==> src/rtl/sudoku_key_decoder.sv <==
// Sudoku keyboard front end: turns a PS/2 set-2 byte stream into MOVE/DIGIT/CLEAR commands,
// keeps the 9x9 cursor position and the matching top-left pixel of the selected cell.
module sudoku_key_decoder #(
  parameter logic [7:0] X_ORIGIN   = 8'd30,
  parameter logic [6:0] Y_ORIGIN   = 7'd10,
  parameter logic [3:0] CELL_PITCH = 4'd11,
  parameter int unsigned GRID_N    = 9
) (
  input  logic       clock,
  input  logic       resetn,
  input  logic [7:0] ps2_byte,
  input  logic       ps2_byte_en,
  input  logic       cmd_ready,
  output logic       cmd_valid,
  output logic [1:0] cmd_type,
  output logic [2:0] move,
  output logic [3:0] number,
  output logic [3:0] cursor_row,
  output logic [3:0] cursor_col,
  output logic [7:0] cell_x,
  output logic [6:0] cell_y,
  output logic       overrun
);

  localparam logic [1:0] CmdMove  = 2'b00;
  localparam logic [1:0] CmdDigit = 2'b01;
  localparam logic [1:0] CmdClear = 2'b10;

  localparam logic [2:0] MvNone  = 3'b000;
  localparam logic [2:0] MvUp    = 3'b001;
  localparam logic [2:0] MvDown  = 3'b010;
  localparam logic [2:0] MvLeft  = 3'b100;
  localparam logic [2:0] MvRight = 3'b111;

  localparam logic [3:0] LastIdx = 4'(GRID_N - 1);

  typedef enum logic [1:0] {StIdle, StExt, StBrk, StExtBrk} state_e;

  state_e     state_q, state_d;
  logic       cmd_valid_q, cmd_valid_d;
  logic [1:0] cmd_type_q, cmd_type_d;
  logic [2:0] move_q, move_d;
  logic [3:0] number_q, number_d;
  logic [3:0] row_q, row_d;
  logic [3:0] col_q, col_d;
  logic [7:0] cell_x_q, cell_x_d;
  logic [6:0] cell_y_q, cell_y_d;
  logic       overrun_q, overrun_d;

  // Decoded candidate command for the byte presented this cycle
  logic       hit;
  logic [1:0] dec_type;
  logic [2:0] dec_move;
  logic [3:0] dec_num;
  logic [3:0] row_n, col_n;

  // Prefix FSM and make-code decode; a move off the grid edge produces no command at all
  always_comb begin
    state_d  = state_q;
    hit      = 1'b0;
    dec_type = CmdMove;
    dec_move = MvNone;
    dec_num  = 4'd0;
    row_n    = row_q;
    col_n    = col_q;
    if (ps2_byte_en) begin
      unique case (state_q)
        StIdle: begin
          if (ps2_byte == 8'hE0) begin
            state_d = StExt;
          end else if (ps2_byte == 8'hF0) begin
            state_d = StBrk;
          end else begin
            case (ps2_byte)
              8'h16:   dec_num = 4'd1;
              8'h1E:   dec_num = 4'd2;
              8'h26:   dec_num = 4'd3;
              8'h25:   dec_num = 4'd4;
              8'h2E:   dec_num = 4'd5;
              8'h36:   dec_num = 4'd6;
              8'h3D:   dec_num = 4'd7;
              8'h3E:   dec_num = 4'd8;
              8'h46:   dec_num = 4'd9;
              default: dec_num = 4'd0;
            endcase
            if (dec_num != 4'd0) begin
              hit      = 1'b1;
              dec_type = CmdDigit;
            end else if (ps2_byte == 8'h66) begin
              hit      = 1'b1;
              dec_type = CmdClear;
            end
          end
        end
        StExt: begin
          if (ps2_byte == 8'hF0) begin
            state_d = StExtBrk;
          end else if (ps2_byte == 8'hE0) begin
            state_d = StExt;
          end else begin
            state_d = StIdle;
            case (ps2_byte)
              8'h75: if (row_q != 4'd0) begin
                hit = 1'b1; dec_move = MvUp;    row_n = row_q - 4'd1;
              end
              8'h72: if (row_q != LastIdx) begin
                hit = 1'b1; dec_move = MvDown;  row_n = row_q + 4'd1;
              end
              8'h6B: if (col_q != 4'd0) begin
                hit = 1'b1; dec_move = MvLeft;  col_n = col_q - 4'd1;
              end
              8'h74: if (col_q != LastIdx) begin
                hit = 1'b1; dec_move = MvRight; col_n = col_q + 4'd1;
              end
              default: ;
            endcase
          end
        end
        StBrk, StExtBrk: state_d = StIdle;
        default:         state_d = StIdle;
      endcase
    end
  end

  // Command handshake: a new command loads only when the slot is free or being freed this cycle
  always_comb begin
    cmd_valid_d = cmd_valid_q;
    cmd_type_d  = cmd_type_q;
    move_d      = move_q;
    number_d    = number_q;
    row_d       = row_q;
    col_d       = col_q;
    overrun_d   = 1'b0;
    if (cmd_ready) begin
      cmd_valid_d = 1'b0;
    end
    if (hit) begin
      if (!cmd_valid_q || cmd_ready) begin
        cmd_valid_d = 1'b1;
        cmd_type_d  = dec_type;
        move_d      = dec_move;
        number_d    = dec_num;
        row_d       = row_n;
        col_d       = col_n;
      end else begin
        overrun_d = 1'b1;
      end
    end
    // Pixel position follows the next cursor so it is never a cycle behind
    cell_x_d = X_ORIGIN + ({4'd0, col_d} * {4'd0, CELL_PITCH});
    cell_y_d = Y_ORIGIN + ({3'd0, row_d} * {3'd0, CELL_PITCH});
  end

  // State registers
  always_ff @(posedge clock or negedge resetn) begin
    if (!resetn) begin
      state_q     <= StIdle;
      cmd_valid_q <= 1'b0;
      cmd_type_q  <= CmdMove;
      move_q      <= MvNone;
      number_q    <= 4'd0;
      row_q       <= 4'd0;
      col_q       <= 4'd0;
      cell_x_q    <= X_ORIGIN;
      cell_y_q    <= Y_ORIGIN;
      overrun_q   <= 1'b0;
    end else begin
      state_q     <= state_d;
      cmd_valid_q <= cmd_valid_d;
      cmd_type_q  <= cmd_type_d;
      move_q      <= move_d;
      number_q    <= number_d;
      row_q       <= row_d;
      col_q       <= col_d;
      cell_x_q    <= cell_x_d;
      cell_y_q    <= cell_y_d;
      overrun_q   <= overrun_d;
    end
  end

  assign cmd_valid  = cmd_valid_q;
  assign cmd_type   = cmd_type_q;
  assign move       = move_q;
  assign number     = number_q;
  assign cursor_row = row_q;
  assign cursor_col = col_q;
  assign cell_x     = cell_x_q;
  assign cell_y     = cell_y_q;
  assign overrun    = overrun_q;

endmodule

==> config.mk <==
export PLATFORM = sky130hd
export DESIGN_NAME = sudoku_key_decoder
export DESIGN_NICKNAME = d
export VERILOG_FILES = /design/src/rtl/sudoku_key_decoder.sv
export SDC_FILE = /design/constraint.sdc
export NUM_CORES = 1
export LEC_CHECK = 0
export ABC_AREA = 0
export CORE_ASPECT_RATIO = 2
export CORE_MARGIN = 3
export CORE_UTILIZATION = 30
export CTS_CLUSTER_SIZE = 20
export DETAILED_ROUTE_END_ITERATION = 7
export DONT_BUFFER_PORTS = 1
export GPL_TIMING_DRIVEN = 0
export SETUP_SLACK_MARGIN = 0.1
export SYNTH_ARGS = -nofsm -noshare
export SYNTH_HDL_FRONTEND = slang
export SYNTH_SLANG_ARGS = --single-unit
export TNS_END_PERCENT = 1
==> constraint.sdc <==
create_clock -name clock -period 6 [get_ports clock]
set_clock_uncertainty 0.05 [all_clocks]
set_input_delay 0.6 -clock clock [delete_from_list [all_inputs] [get_ports clock]]
set_output_delay 0.6 -clock clock [all_outputs]
set_load 0.02 [all_outputs]
==> summary.md <==
| Metric | Value |
|---|---|
| Outcome | `finished clean` |
| Final Hold Fails | `0` |
| Worst Path Max Fanout | `11` |
| RSZ-0062 raised after global routing | `no` |
| WS Path Type | `register to register` |
| Final Critical Period | `5.19 ns` |
| Yosys cell types | `54` |
| Cts bufs inserted | `5` |
| Wire length per cell | `17.5 um` |
| Psw | `around 120 uW` |
| Comb power frac | `6.7%` |
| Peak VDD IR | `0.115 mV` |
| Final setup violating endpoints | `0` |
| Post-CTS setup repair buffer count | `0` |
| R2r setup slk | `0.81 ns` |
| Worst R2R End | `cell_x[7]` |
| CTS tree | `yes` |
| Via Count | `2109` |
| Slew Limit Fails | `0` |
| Row count | `48` |
| Final Total Pwr | `533 uW` |
| Rel. slew slack | `49.6%` |
| Share of cells above drive strength 1 | `a little over an eighth` |
| Worst-path clk slew | `0.06 ns` |
| Post-DP HPWL | `5160 um` |
| Clock power frac | `49.3%` |
| Root buffer cell | `clkbuf_16` |
| Mean Syn Cell Area | `roughly 10 sq um` |
| Clock Sinks | `34` |
| Antenna diodes | `0` |
| GR Util All Layers | `13.8%` |
| Sequential fraction of the synthesis area | `32.3%` |
| Reg2reg start | `cell_x[0]` |
| Worst hold margin | `0.0842 ns` |
| Total core area | `8650 sq um` |
| Max_cap viols | `0` |
| Asr flop ratio synth | `100%` |
| Flops & latches, synth | `34` |
| WL final | `6660 um` |
| PD cells | `181 nW/um^2` |
| Chip height | `139 um` |
| Initial Util | `a little over 30%` |
| Routed vias/inst | `5.54` |
| Final #Nets | `around 330` |
| Starting DRT DRC Count | `127` |
| Htree depth | `2` |
| HP Class | `primary input to async pin` |
| Die X | `a little over 70 um` |
| Syn_nets | `318` |
| DRC violations left | `0` |
| Ys Warns | `0` |
| Cts repair resizes | `0` |
| Sw Ratio | `between 20% and 30%` |
| Worst-skew pair later-pin latency | `0.28 ns` |
| Initial antenna violation count | `0` |
| Tcrit/Tclk final | `86.5%` |
| Antenna-violating nets left | `0` |
| Leakage | `0.00127 uW` |
| Hold buffers post-CTS | `1` |
| Critical path endpoint category | `register` |
| Critical Path RT | `6.15 ns` |
| Die area | `10100 sq um` |
| First-pass GRT wire length | `10800 um` |
| P&R area growth vs syn | `11.0%` |
| Reg power frac | `44.0%` |
| Top_reg_cell synth | `dfrtp_1` |
| Total grt overflow | `0` |
| Worst Tran Pin Value | `0.750 ns` |
| GPL Wtd Cong | `0.806` |
| DR pass1 iterations | `4` |
| Setup WS pre-CTS | `0.759 ns` |
| Setup TNS Final | `0 ns` |
| Number of flops mapped to enable cells by yosys | `0` |
| Pint | `411 uW` |
| Mapped Cells | `272` |
| Final setup margin | `0.810 ns` |
| R2r worst-path depth | `17` |
| Commonest non-fill, non-tap cells in the layout | `ha_1 (29), dfrtp_1 (28), inv_1 (18), nor2_1 (15)` |
| IO Pins | `46` |
| Commonest non-fill, non-tap cell in the layout | `ha_1` |
| Synth Cell Area | `2660 sq um` |
| Clock buffer depth | `2` |
| Worst EP arrival | `5.34 ns` |
| Largest net degree at the start of global routing | `29` |
| Number of global-route vias before repair | `2123` |
| Worst setup SP type | `register` |
| I/O Buffers | `0` |
| Max Fclk | `0.193 GHz` |
-- final cells by class --
type | count | area [sq um]
inverters | 18 | 67.6
flip-flops and latches | 34 | 858
repair buffers | 1 | 20.0
multi-input cells | 208 | 1670
fillers | 921 | 5700
plain buffers | 12 | 63.8
clock buffers | 8 | 146
well taps | 100 | 125
-- state kept, by name (all words and copies together) (netlist names) --
name,flops
overrun,1
cell_y,7
cmd_valid,1
cmd_type,2
cell_x,8
number,4
cursor_col,3
cursor_row,3
state_q,2
move,3
-- kinds of logic after synthesis --
kind of cell	synth area share [%]
buffers and inverters	4.94
muxes	4.89
AOI/OAI and AO/OA	17.3
DFF	32.3
adders and majority gates	17.4
xor gates and xnor gates	4.94
and+or+nand+nor	18.3
-- power groups by stage --
stage	sequential [uW]	clock, uW	combinational (uW)
5_1_grt	235	280	39.7
4_1_cts	235	270	36.0
3_5_place_dp	239	0	30.2
2_1_floorplan	238	0	24.8
6_report	235	263	35.5
3_3_place_gp	239	0	29.8
-- Yosys cell counts, types with 2 or more instances --
library cell  instances  share of area, %
o211ai_1              3              0.85
or4b_4                2               1.0
mux2i_1               4               1.5
dfrtp_1              28                26
nor2b_1               7               1.6
nor3_1                9               1.7
nor4b_1               2              0.66
o22ai_1               4              0.94
ha_1                 29                14
o211a_1               2              0.75
nand2_1              13               1.8
and3_1                5               1.2
a21o_1                5               1.4
o32a_1                2              0.75
nor2_1               15               2.1
clkbuf_1              4              0.56
a21oi_1              13               2.4
or2_2                 2              0.47
buf_2                 3              0.56
dfstp_2               6               5.9
xnor2_1              10               3.3
a211oi_2              2              0.94
o21bai_1              3              0.85
nand4b_1              2              0.66
a22oi_1               5               1.4
buf_4                 4               1.1
nand2b_1              6               1.4
xor2_1                5               1.6
nand3_1               6               1.1
mux2_2                8               3.4
o21ai_0               8               1.5
fa_1                  5               3.8
nand4_1               4              0.94
nor3b_1               2              0.56
a31oi_1               4              0.94
inv_1                18               2.5
or3_1                 3              0.71
o31ai_1               3              0.85
-- worst max-delay path by stage --
stage,startpoint,to,slack (ns),depth (start not counted)
5_1_grt,cell_x[0],cell_x[7],0.43,17
6_report,cell_x[0],cell_x[7],0.81,17
3_3_place_gp,cell_x[0],cell_x[7],0.84,17
3_5_place_dp,cell_x[0],cell_x[7],0.76,17
2_1_floorplan,cell_x[0],cell_y[6],1.35,18
4_1_cts,cell_x[0],cell_x[7],0.74,17
-- per-layer routing --
metal | vias to the layer above | global-route usage [%] | routed length (um)
li1 | 1007 | - | -
met1 | 1034 | 13.0 | 2180
met2 | 54 | 26.0 | 3850
met3 | 14 | 3.41 | 406
met4 | 0 | 7.10 | 225
met5 | - | 0 | 0
-- critical path, cell delays in order, from the launching register on --
cell and delay, ns:
dfrtp_1 0.67, inv_1 0.12, ha_1 0.24, nor2b_1 0.22
a2111oi_4 0.48, a211oi_2 0.13, or3_1 0.38, buf_2 0.17
o31ai_1 0.66, ha_1 0.37, xor2_1 0.17, ha_1 0.33
ha_1 0.30, a21o_1 0.15, a21oi_1 0.24, o21bai_1 0.10
a21oi_1 0.17, xnor2_1 0.14
-- through the flow --
stage / utilization [%] / area (sq um) / instances
3_3_place_gp: 32.2 / 2790 / 372
6_report: 34.1 / 2950 / 381
5_1_grt: 34.1 / 2950 / 381
4_1_cts: 34.1 / 2950 / 381
2_1_floorplan: - / 2660 / 272
3_5_place_dp: 32.2 / 2790 / 372
Power figures use the tool's default switching activity.
